`config.mk`:
```
export PLATFORM = sky130hd
export DESIGN_NAME = spi_edge_tx
export DESIGN_NICKNAME = d
export VERILOG_FILES = /design/src/rtl/spi_edge_tx.sv
export SDC_FILE = /design/constraint.sdc
export NUM_CORES = 1
export LEC_CHECK = 0
export ABC_CLOCK_PERIOD_IN_PS = 4040
export CORE_MARGIN = 2
export CORE_UTILIZATION = 35
export CTS_CLUSTER_SIZE = 14
export DETAILED_ROUTE_END_ITERATION = 10
export GPL_ROUTABILITY_DRIVEN = 0
export PLACE_DENSITY_LB_ADDON = 0.08
export SYNTH_ARGS = -nofsm -noshare
export SYNTH_HDL_FRONTEND = slang
export SYNTH_SLANG_ARGS = --single-unit
```
`constraint.sdc`:
```
create_clock -name mainClk -period 4.04 [get_ports mainClk]
set_clock_uncertainty 0.15 [all_clocks]
set_input_delay 0.606 -clock mainClk [delete_from_list [all_inputs] [get_ports mainClk]]
set_output_delay 0.606 -clock mainClk [all_outputs]
set_load 0.1 [all_outputs]
```
`src/rtl/spi_edge_tx.sv`:
```
// spi_edge_tx
// SPI peripheral-side transmitter (MISO readback of edge-detection results).
// Results pushed by edgeDetect are queued in a small FIFO and serialised as
// 24-bit frames, MSB first, SPI mode 0, while the MCU holds ncs low.
// Everything runs on mainClk; spiClk and ncs are synchronised and edge-detected.
//
// Frame layout [23:0]: {edgeVal[1:0], valid, 2'b00, y[8:0], x[9:0]}.
// An empty FIFO at load time yields the all-zero idle frame.
//
// Ports:
//   mainClk      system clock (must be >= 8x spiClk)
//   nreset       asynchronous active-low reset
//   spiClk, ncs  raw SPI clock / chip select from the MCU (asynchronous)
//   sdo, sdoEn   MISO data and pad tri-state enable
//   edgeVal, edgeXVal, edgeYVal, edgeValValid   result push interface
//   fifoCount, fifoFull, overflow               FIFO status (overflow sticky)
//   frameDone    one-cycle pulse per completed 24-bit frame
//   fsmState     current FSM state (0=IDLE, 1=LOAD, 2=SHIFT) for observation
//
// Handshake: edgeValValid is a one-cycle push strobe with no back-pressure;
// a strobe that finds the FIFO full (and no same-cycle pop) is dropped and
// sets overflow.
module spi_edge_tx #(
    parameter int FIFO_DEPTH  = 16,
    parameter int SYNC_STAGES = 2
) (
    input  logic                        mainClk,
    input  logic                        nreset,
    input  logic                        spiClk,
    input  logic                        ncs,
    output logic                        sdo,
    output logic                        sdoEn,
    input  logic [1:0]                  edgeVal,
    input  logic [9:0]                  edgeXVal,
    input  logic [8:0]                  edgeYVal,
    input  logic                        edgeValValid,
    output logic [$clog2(FIFO_DEPTH):0] fifoCount,
    output logic                        fifoFull,
    output logic                        overflow,
    output logic                        frameDone,
    output logic [1:0]                  fsmState
);

    localparam int AW = $clog2(FIFO_DEPTH);

    typedef enum logic [1:0] {
        IDLE  = 2'd0,
        LOAD  = 2'd1,
        SHIFT = 2'd2
    } state_t;

    // ---------------- synchronisers and edge detection ----------------
    logic [SYNC_STAGES-1:0] sclk_sync;
    logic [SYNC_STAGES-1:0] cs_sync;
    logic                   sclk_hist;
    logic                   cs_hist;

    // ncs chain resets high (deselected) so reset release never fakes a csFall.
    always_ff @(posedge mainClk or negedge nreset) begin
        if (!nreset) begin
            sclk_sync <= '0;
            sclk_hist <= 1'b0;
            cs_sync   <= '1;
            cs_hist   <= 1'b1;
        end else begin
            sclk_sync <= {sclk_sync[SYNC_STAGES-2:0], spiClk};
            sclk_hist <= sclk_sync[SYNC_STAGES-1];
            cs_sync   <= {cs_sync[SYNC_STAGES-2:0], ncs};
            cs_hist   <= cs_sync[SYNC_STAGES-1];
        end
    end

    logic sclk_s, cs_s;
    logic sclk_rise, sclk_fall, cs_fall, cs_rise;

    assign sclk_s    = sclk_sync[SYNC_STAGES-1];
    assign cs_s      = cs_sync[SYNC_STAGES-1];
    assign sclk_rise = sclk_s & ~sclk_hist;
    assign sclk_fall = ~sclk_s & sclk_hist;
    assign cs_fall   = ~cs_s & cs_hist;
    assign cs_rise   = cs_s & ~cs_hist;

    // ---------------- FIFO ----------------
    logic [20:0]   mem [FIFO_DEPTH];
    logic [AW-1:0] wr_ptr;
    logic [AW-1:0] rd_ptr;
    logic          fifo_empty;
    logic          pop;
    logic          push_ok;

    state_t        state;
    logic [23:0]   shreg;
    logic [4:0]    bit_cnt;
    logic          loaded_valid;

    assign fifo_empty = (fifoCount == '0);
    assign fifoFull   = (fifoCount == (AW+1)'(FIFO_DEPTH));
    // A pop in the same cycle frees the slot, so a push into a full FIFO is kept.
    assign push_ok    = edgeValValid & (~fifoFull | pop);

    // The pop fires on the rising edge that completes bit 24, unless the same
    // cycle aborts the frame.
    assign pop = (state == SHIFT) & sclk_rise & ~cs_rise &
                 (bit_cnt == 5'd23) & loaded_valid;

    always_ff @(posedge mainClk) begin
        if (push_ok) begin
            mem[wr_ptr] <= {edgeVal, edgeYVal, edgeXVal};
        end
    end

    always_ff @(posedge mainClk or negedge nreset) begin
        if (!nreset) begin
            wr_ptr    <= '0;
            rd_ptr    <= '0;
            fifoCount <= '0;
            overflow  <= 1'b0;
        end else begin
            if (push_ok) wr_ptr <= wr_ptr + 1'b1;
            if (pop)     rd_ptr <= rd_ptr + 1'b1;
            case ({push_ok, pop})
                2'b10:   fifoCount <= fifoCount + 1'b1;
                2'b01:   fifoCount <= fifoCount - 1'b1;
                default: fifoCount <= fifoCount;
            endcase
            if (edgeValValid && fifoFull && !pop) overflow <= 1'b1;
        end
    end

    // Head entry is peeked (not popped) at load time.
    logic [20:0] head;
    logic [23:0] load_frame;

    assign head       = mem[rd_ptr];
    assign load_frame = fifo_empty ? 24'h000000 : {head[20:19], 1'b1, 2'b00, head[18:0]};

    // ---------------- FSM ----------------
    always_ff @(posedge mainClk or negedge nreset) begin
        if (!nreset) begin
            state        <= IDLE;
            shreg        <= '0;
            bit_cnt      <= '0;
            loaded_valid <= 1'b0;
            sdo          <= 1'b0;
            sdoEn        <= 1'b0;
            frameDone    <= 1'b0;
        end else begin
            frameDone <= 1'b0;
            if (cs_rise) begin
                state <= IDLE;
                sdo   <= 1'b0;
                sdoEn <= 1'b0;
            end else begin
                case (state)
                    IDLE: begin
                        sdo   <= 1'b0;
                        sdoEn <= 1'b0;
                        if (cs_fall) state <= LOAD;
                    end
                    LOAD: begin
                        shreg        <= load_frame;
                        loaded_valid <= ~fifo_empty;
                        bit_cnt      <= '0;
                        sdo          <= load_frame[23];
                        sdoEn        <= ~cs_s;
                        state        <= SHIFT;
                    end
                    SHIFT: begin
                        sdoEn <= ~cs_s;
                        if (sclk_rise && bit_cnt < 5'd24) begin
                            bit_cnt <= bit_cnt + 1'b1;
                            if (bit_cnt == 5'd23) frameDone <= 1'b1;
                        end else if (sclk_fall) begin
                            if (bit_cnt == 5'd24) begin
                                // Back-to-back frame inside one ncs assertion.
                                shreg        <= load_frame;
                                loaded_valid <= ~fifo_empty;
                                bit_cnt      <= '0;
                                sdo          <= load_frame[23];
                            end else if (bit_cnt != 5'd0) begin
                                shreg <= {shreg[22:0], 1'b0};
                                sdo   <= shreg[22];
                            end
                        end
                    end
                    default: begin
                        state <= IDLE;
                        sdo   <= 1'b0;
                        sdoEn <= 1'b0;
                    end
                endcase
            end
        end
    end

    assign fsmState = state;

endmodule

```
==> results.toml, run 1 <==
[pwr]
power.leakage_nw = 6.10
pwr-share-seq = 0.468
clkPwrFrac = 0.360
p_sw_mw = 3.10
p_per_area_mw_per_mm2 = 595
comb_power_share = 0.172
ir_drop_mv = 0.644
switching_share = 0.283
p_int_mw = 7.87
power_mw = 11.0

[timing]
setup_viol = 0
holdWs_ns = 0.196
tns_ns = 0
worstMarginPinSlew_ns = 0.968
slew_violations = 0
fmax_mhz = 299
fin_crit_sh = 0.827
rsz0062_at_grt = "no"
relSlewSlack = 0.352
period_needed_ns = 3.34
finalHoldViolations = 0

[place]
numPlacedInstances = 1444
portBuffers = 37
dp_hpwl_um = 22500

[layout]
final_core_util = 0.415
drive_above_1_share = 0.174
final_nets = 940
fillCellCount = 3937
num_antenna_cells = 0
final_cells = 1527
synthToLayoutAreaGrowth_pct = 16.6

[clock_tree]
cts_tree = "built"
clock_latency_ns = 0.56
clkSinkCount = 390
htreeDepth = 2
cts_setup_buffers = 0
root_buffer = "clkbuf_16"
clk_path_buf_depth = 3
post_cts_resized = 0
clkTransAtPathRegs_ns = 0.06
cts_made_buffers = 44

[run]
drv_cap = 0

[detailed_routing]
routed_wl_um = 36600
vias = 7996
drtPass1Iterations = 5
final_antenna_net_count = 0
drcViolationCount = 0
drtIter0Drc = 638
wl_per_cell_um = 24.0
viasPerCell = 5.24

[critical_path]
critical_path.endpoint_type = "flop"
max_stage_delay_ns = 0.52
crit_path_start_kind = "flop"
crit_type = "flop to flop"
cp.required_ns = 4.13
cp_cell_sequence = "inv_1, ha_1, nand4bb_4, o311ai_2, and2_1, and3_1, buf_4"
arrival_ns = 3.43
path_max_fanout = 16
slowest_stage = "and2_1"

[logic_synthesis]
synth_compound_area_frac = 0.0453
yosys.area_share.simple = 0.0454
synth.area.top_cells = "edfxtp_1, dfrtp_1, mux4_1"
netlist.area_leader.share = 0.638
syn-cell-area_mm2 = 0.0158
synth_top_area_cell = "edfxtp_1"
avgSynthCellArea_um2 = 19.1
syn_inst = 827
synth_top_family_by_area = "multiplexers"
synthMuxAreaShare = 0.149
yosysWarnings = 0
ys_ff_latch = 390
synth_xor_area_frac = 0.00499
ys_seq_area_frac = 0.724
synthAdderAreaFrac = 0.0123
async_flop_share = 0.138
ys.flop_type = "edfxtp_1"
synth_edf_count = 336
syn_nets = 868
synth.distinct_cells = 54

[global_route]
grt_pass1_vias = 8529
grt_usage = 0.160
grt_pass1_wl_um = 55300
grt-ovfl-total = 0
grt_antenna_before_repair = 0
grt_max_degree = 49

[die]
fp-row-count = 77
fp.dieH_um = 217
die_x_um = 217
dieArea_mm2 = 0.0469
core-area_mm2 = 0.0444
initial_core_util = 0.356
ios = 38

[run_status]
status = "complete, no violations"

[worst_hold_path]
hp-class = "flop to flop"
## critical path: cells and delay by family (launching register included)
family | cells | cell delay (ns)
simple gates | 3 | 1.17
compound gates | 1 | 0.39
buf+inv | 2 | 0.48
flops | 1 | 0.41
fa+ha+maj | 1 | 0.40
## through the flow
| stage | setup slack, ns | instance area, um2 |
|---|---|---|
| 2_1_floorplan | 0.428 | 15800 |
| 3_3_place_gp | 0.859 | 17000 |
| 3_5_place_dp | 0.716 | 17000 |
| 4_1_cts | 0.677 | 18400 |
| 5_1_grt | 0.461 | 18400 |
| 6_report | 0.697 | 18400 |
## layout by cell type (no fill, tap or decap), drive strengths merged, types with 4 or more instances in the layout
| cell type | instances |
|---|---|
| nor2 | 8 |
| nand2 | 52 |
| mux4 | 65 |
| clkinvlp | 4 |
| o22ai | 4 |
| bufinv | 4 |
| a221oi | 19 |
| a21o | 5 |
| buf | 34 |
| nand3 | 6 |
| mux2 | 25 |
| nand2b | 20 |
| edfxtp | 336 |
| clkinv | 17 |
| o21ai | 9 |
| mux2i | 45 |
| clkdlybuf4s50 | 35 |
| clkbuf | 56 |
| and2 | 4 |
| a22oi | 20 |
| inv | 14 |
| and3 | 17 |
| o221ai | 21 |
| dfrtp | 51 |
| xnor2 | 7 |
| ha | 14 |
| nor2b | 8 |
## sequential cells by signal, summed over array words and instances (netlist names), 4 cells and up
register,cells
mem,336
shreg,23
fifoCount,5
rd_ptr,4
bit_cnt,5
wr_ptr,4
## power groups by stage
stage | clock network [mW] | logic (mW) | registers [mW]
final | 3.94 | 1.89 | 5.14
after global routing | 4.21 | 2.07 | 5.19
after CTS | 4.07 | 1.92 | 5.15
after detailed placement | 0 | 1.91 | 5.23
after global placement | 0 | 1.87 | 5.21
after floorplan | 0 | 0.971 | 5.47
## cell type report
type                    count  area (um2)  area share
clock inverters            26         239      0.0130
well taps                 592         741      0.0402
flip-flops and latches    390       11500       0.621
clock buffers              56        1200      0.0649
inverters                  13        48.8     0.00265
multi-input cells         380        4090       0.222
repair buffers             70         663      0.0360
## worst paths after layout
path                                    from            to  slack, ns  cells past startpoint
worst max-delay path             fsmState[0]    mem[8][19]       0.70                      7
worst min-delay path            sclk_sync[0]  sclk_sync[1]       0.20                      0
worst max register to register   fsmState[0]    mem[8][19]       0.70                      7
worst min register to register  sclk_sync[0]  sclk_sync[1]       0.20                      0
max in group asynchronous             nreset    cs_sync[0]       2.34                      3
min in group asynchronous             nreset     shreg[12]       0.53                      2
## synthesized netlist by cell type, types with 2 or more instances
cell        n
buf_4       5
mux4_2     22
dfrtp_1    51
a21oi_1     2
o221ai_1   20
mux2i_1    45
and3_1     17
a22oi_1    20
nand2_1    52
mux4_1     43
dfstp_2     3
xor2_1      2
nor2b_1     8
and2_1      4
edfxtp_1  336
nand4_1     3
a221oi_1   19
nand3_1     6
buf_2      14
a31oi_1     2
nor3b_1     2
mux2_2     25
a21o_1      5
inv_1      12
o21ai_0     9
o22ai_1     4
nor3_1      3
nor2_1      7
nand2b_1   20
ha_1       14
buf_6       6
buf_1       2
xnor2_1     7
clkbuf_1   16
nor4_2      2
## routing by layer
| layer | up-vias | global-route usage | part of all wire |
|---|---|---|---|
| met5 | - | 0 | 0 |
| met4 | 0 | 0.0518 | 0.024 |
| met3 | 58 | 0.0279 | 0.047 |
| met2 | 178 | 0.248 | 0.45 |
| met1 | 4218 | 0.230 | 0.48 |
| li1 | 3542 | - | - |
## logic make-up after synthesis
| family | count (synthesis) |
|---|---|
| xor+xnor | 9 |
| flops | 390 |
| simple gates | 131 |
| compound gates | 90 |
| mux | 135 |
| fa+ha+maj | 15 |
| buf+inv | 57 |
## repair_timing
item / CTS / global route
setup endpoints to repair: 0 / 0
hold buffers: 1 / 0
endpoints found under the hold margin: 12 / 0
(Power assumes the default switching activity.)
==> run 2: changes to the inputs <==
--- a/config.mk
+++ b/config.mk
@@ -5,7 +5,7 @@
 export SDC_FILE = /design/constraint.sdc
 export NUM_CORES = 1
 export LEC_CHECK = 0
-export ABC_CLOCK_PERIOD_IN_PS = 4040
+export ABC_CLOCK_PERIOD_IN_PS = 3460
 export CORE_MARGIN = 2
 export CORE_UTILIZATION = 35
 export CTS_CLUSTER_SIZE = 14
==> constraint.sdc (replaced) <==
create_clock -name mainClk -period 3.46 [get_ports mainClk]
set_clock_uncertainty 0.15 [all_clocks]
set_input_delay 0.519 -clock mainClk [delete_from_list [all_inputs] [get_ports mainClk]]
set_output_delay 0.519 -clock mainClk [all_outputs]
set_load 0.1 [all_outputs]
==> run 2 against run 1 <==
Compared with the run above:
- final area increased by 0.59%
- non-clock buffer count increased by 8
- power increased by 15%
- register-to-register slack got worse by 0.44 ns
- sequential power increased by 17%
==> results.toml, run 2 (synthesis results as in run 1) <==
[run_status]
status = "complete, no violations"

[clock_tree]
clkSinkCount = 390
post_cts_resized = 0
root_buffer = "clkbuf_16"
clock_latency_ns = 0.56
clkTransAtPathRegs_ns = 0.06
htreeDepth = 2
cts_tree = "built"
cts_made_buffers = 44
clk_path_buf_depth = 3

[run]
drv_cap = 0

[layout]
final_cells = 1536
final_nets = 948
final_cell_mix = "edfxtp_1, nand2_1, dfrtp_1"
synthToLayoutAreaGrowth_pct = 17.3
multi_input_area_mm2 = 0.00409
fillCellCount = 3903
layout_commonest_cell = "edfxtp_1"
reg_top3 = "mem x336, shreg x23"
largest_register_ffs = 336
top_register = "mem"
final_core_util = 0.418
drive_above_1_share = 0.184
ff_latch_area_mm2 = 0.0115

[pwr]
p_int_mw = 9.07
clkPwrFrac = 0.347
p_per_area_mw_per_mm2 = 683
p_sw_mw = 3.59
power.leakage_nw = 6.16
ir_drop_mv = 0.527
pwr-share-seq = 0.474
switching_share = 0.284
comb_power_share = 0.179

[worst_hold_path]
hp-class = "flop to flop"

[timing]
finalHoldViolations = 0
fmax_mhz = 312
relSlewSlack = 0.357
slew_violations = 0
fin_crit_sh = 0.927
worstMarginPinSlew_ns = 0.961
worst_slack_ns = 0.254
setup_viol = 0
rsz0062_at_grt = "no"
tns_ns = 0
period_needed_ns = 3.21

[global_route]
grt_antenna_before_repair = 2
grt_max_degree = 62
grt_usage = 0.155
grt-ovfl-total = 0
grt_pass1_vias = 8463
grt_pass1_wl_um = 53600

[detailed_routing]
vias = 8007
drtIter0Drc = 728
final_antenna_net_count = 0
drtPass1Iterations = 5
viasPerCell = 5.21
drcViolationCount = 0
wl_per_cell_um = 23.4
routed_wl_um = 36000

[place]
portBuffers = 37
dpl_worst_slack_ns = 0.238
numPlacedInstances = 1452
dp_hpwl_um = 21800

[die]
ios = 38
fp.dieH_um = 217
die_x_um = 217
initial_core_util = 0.356
dieArea_mm2 = 0.0469
fp-row-count = 77
core-area_mm2 = 0.0444

[critical_path]
crit_type = "flop to flop"
cp.required_ns = 3.73
crit_path_start_kind = "flop"
arrival_ns = 3.48
critical_path.endpoint_type = "flop"
path_max_fanout = 5
[run 2: worst max-delay path, stage by stage (launching register included)]
cell	delay, ns
dfstp_2	0.51
inv_1	0.04
ha_1	0.24
nand4b_2	0.31
nor4_2	0.45
ha_1	0.38
a21o_1	0.17
a21oi_1	0.24
a211oi_1	0.08
or4_1	0.53
[run 2: power by group through the flow]
stage	clock [mW]	combinational, mW	sequential [mW]
3_3_place_gp	0	2.23	6.07
2_1_floorplan	0	1.13	6.39
4_1_cts	4.54	2.29	6.01
5_1_grt	4.73	2.47	6.06
6_report	4.40	2.26	6.00
3_5_place_dp	0	2.29	6.10
[run 2: what timing repair did]
item	in CTS	in global routing
endpoints found under the hold margin	17	0
hold buffers	1	0
setup buffers	0	0
[run 2: worst paths after layout]
kind | start | endpoint | slack, ns | depth (start not counted)
max | cs_hist | fifoCount[4] | 0.25 | 9
min | cs_sync[0] | cs_sync[1] | 0.21 | 0
max reg2reg | cs_hist | fifoCount[4] | 0.25 | 9
min reg2reg | cs_sync[0] | cs_sync[1] | 0.21 | 0
max in group asynchronous | nreset | fsmState[0] | 2.03 | 3
min in group asynchronous | nreset | fifoCount[2] | 0.28 | 2
[run 2: metrics by stage]
step	cell area, um2	total power [mW]	hold WS, ns
after floorplan	15800	7.52	0.0734
after detailed placement	17200	8.39	0.199
final	18500	12.7	0.206
after CTS	18500	12.8	0.200
after global routing	18500	13.3	0.211
after global placement	17200	8.30	0.199
[run 2: per-layer routing]
| metal | global-route usage | up-vias | routed length, um |
|---|---|---|---|
| met5 | 0 | - | 0 |
| met4 | 0.0493 | 0 | 712 |
| met3 | 0.0352 | 56 | 1990 |
| met2 | 0.243 | 191 | 16700 |
| met1 | 0.216 | 4192 | 16600 |
| li1 | - | 3568 | - |
[run 2: final cells by class]
| type | count | area share |
|---|---|---|
| Clock buffer | 49 | 0.0615 |
| Sequential cell | 390 | 0.618 |
| Clock inverter | 32 | 0.0119 |
| Inverter | 13 | 0.00263 |
| Timing Repair Buffer | 78 | 0.0452 |
| Tap cell | 592 | 0.0399 |
| Multi-Input combinational cell | 380 | 0.221 |
| Antenna cell | 2 | 0.000270 |
==> run 3: changes to the inputs <==
--- a/config.mk
+++ b/config.mk
@@ -6,12 +6,13 @@
 export NUM_CORES = 1
 export LEC_CHECK = 0
 export ABC_CLOCK_PERIOD_IN_PS = 3460
-export CORE_MARGIN = 2
+export CORE_MARGIN = 5
 export CORE_UTILIZATION = 35
 export CTS_CLUSTER_SIZE = 14
 export DETAILED_ROUTE_END_ITERATION = 10
 export GPL_ROUTABILITY_DRIVEN = 0
 export PLACE_DENSITY_LB_ADDON = 0.08
+export SLEW_MARGIN = 20
 export SYNTH_ARGS = -nofsm -noshare
 export SYNTH_HDL_FRONTEND = slang
 export SYNTH_SLANG_ARGS = --single-unit
==> run 3 against run 2 <==
Compared with the run above:
- clock power is 4% higher
- sequential share of layout area is 0.19 points lower
- die area is 5.6% higher
- global-route usage is 1.0 points lower
- worst setup slack better by 0.071 ns
- sequential cell count stayed put
- non-clock buffer count is 2 lower
- register-to-register slack better by 0.07 ns
==> results.toml, run 3 (synthesis results as in run 1) <==
[run_status]
status = "complete, no violations"

[pwr]
ir_drop_mv = 0.811
comb_power_share = 0.176
power.leakage_nw = 6.17
pwr-share-seq = 0.469
switching_share = 0.280
power_mw = 12.8
p_per_area_mw_per_mm2 = 690
p_int_mw = 9.23
clkPwrFrac = 0.356
p_sw_mw = 3.59

[die]
ios = 38
die_x_um = 223
core-area_mm2 = 0.0444
dieArea_mm2 = 0.0495
initial_core_util = 0.356
fp.dieH_um = 223
fp-row-count = 77

[detailed_routing]
final_antenna_net_count = 0
wl_per_cell_um = 23.3
drtPass1Iterations = 5
top_layer_used = "met5"
wl_met1_um = 16900
viasPerCell = 5.19
drtIter0Drc = 556
wl_met3_um = 1630
routed_wl_um = 35800
vias = 7957
wl_met2_um = 16700
drcViolationCount = 0

[timing]
tns_ns = 0
fin_crit_sh = 0.906
rsz0062_at_grt = "no"
fmax_mhz = 319
worstMarginPinSlew_ns = 0.975
period_needed_ns = 3.14
relSlewSlack = 0.348
setup_viol = 0
slew_violations = 0
finalHoldViolations = 0

[critical_path]
arrival_ns = 3.20
crit_path_start_kind = "flop"
crit_type = "flop to flop"
critical_path.endpoint_type = "flop"
path_max_fanout = 21
reg2reg_slack_ns = 0.32
cp.required_ns = 3.52

[global_route]
grt_antenna_before_repair = 1
grt_usage = 0.145
grt_pass1_wl_um = 54200
grt_max_degree = 47
grt_pass1_vias = 8401
grt-ovfl-total = 0

[clock_tree]
clkTransAtPathRegs_ns = 0.06
clk_path_buf_depth = 3
cts_made_buffers = 45
htreeDepth = 2
cts_tree = "built"
cts_setup_buffers = 0
hold_buffers = 1
clkSinkCount = 390
root_buffer = "clkbuf_16"
post_cts_resized = 0
clock_latency_ns = 0.56

[place]
numPlacedInstances = 1450
portBuffers = 37
dp_hpwl_um = 22300

[layout]
largest_register_ffs = 336
final_cells = 1534
final_nets = 947
top_register = "mem"
drive_above_1_share = 0.186
synthToLayoutAreaGrowth_pct = 17.7
layout_commonest_cell = "edfxtp_1"
final_cell_mix = "edfxtp_1, nand2_1, clkbuf_16"
reg_top3 = "mem x336, shreg x23"

[run]
drv_cap = 0

[worst_hold_path]
hp-class = "flop to flop"
## run 3: cell types whose count changed in the layout (fill, tap and decap cells not counted), moves of 2 or more
| cell | delta |
|---|---|
| clkinvlp_4 | +3 |
| clkbuf_16 | +2 |
| clkbuf_8 | +3 |
| clkinv_2 | -4 |
| clkbuf_1 | +2 |
| clkinv_1 | -4 |
## run 3: area by class of cell
class                           instances  area [um2]
Antenna cell                            1        2.50
Clock buffer                           56        1240
Clock inverter                         26         200
Fill cell                            3903       25800
Inverter                               13        48.8
Multi-Input combinational cell        380        4090
Sequential cell                       390       11500
Tap cell                              592         741
Timing Repair Buffer                   76         821
## run 3: per-stage QoR
step	area, um2	setup WS [ns]	hold slack, ns	utilization
finish	18600	0.325	0.196	0.419
global route	18600	0.160	0.199	0.419
CTS	18600	0.345	0.189	0.419
detailed placement	17200	0.368	0.185	0.386
global placement	17200	0.440	0.196	0.386
floorplan	15800	0.129	0.0734	-
## run 3: worst paths after layout
kind                       depth (start not counted)      endpoint          from
hold reg to reg                                    0  sclk_sync[1]  sclk_sync[0]
min in group asynchronous                          2  fifoCount[0]        nreset
max in group asynchronous                          3   fsmState[0]        nreset
setup reg to reg                                   7     mem[4][3]       cs_hist
setup / recovery                                   7     mem[4][3]       cs_hist
hold / removal                                     0  sclk_sync[1]  sclk_sync[0]
## run 3: power by group through the flow
stage               combinational, mW  clock (mW)  sequential [mW]
floorplan                        1.13           0             6.39
global placement                 2.23           0             6.08
detailed placement               2.28           0             6.11
CTS                              2.29        4.71             6.02
global route                     2.45        4.92             6.07
finish                           2.25        4.56             6.01
## run 3: layer usage
metal / vias up / GRT usage
li1: 3558 / -
met1: 4208 / 0.205
met2: 144 / 0.226
met3: 45 / 0.0334
met4: 2 / 0.0401
met5: - / 0
## run 3: worst max-delay path, stage by stage (launching register included)
cell	delay, ns
dfstp_2	0.51
inv_1	0.03
ha_1	0.23
nand4b_2	0.32
o311ai_2	0.41
and2_1	0.53
and3_1	0.24
buf_4	0.36
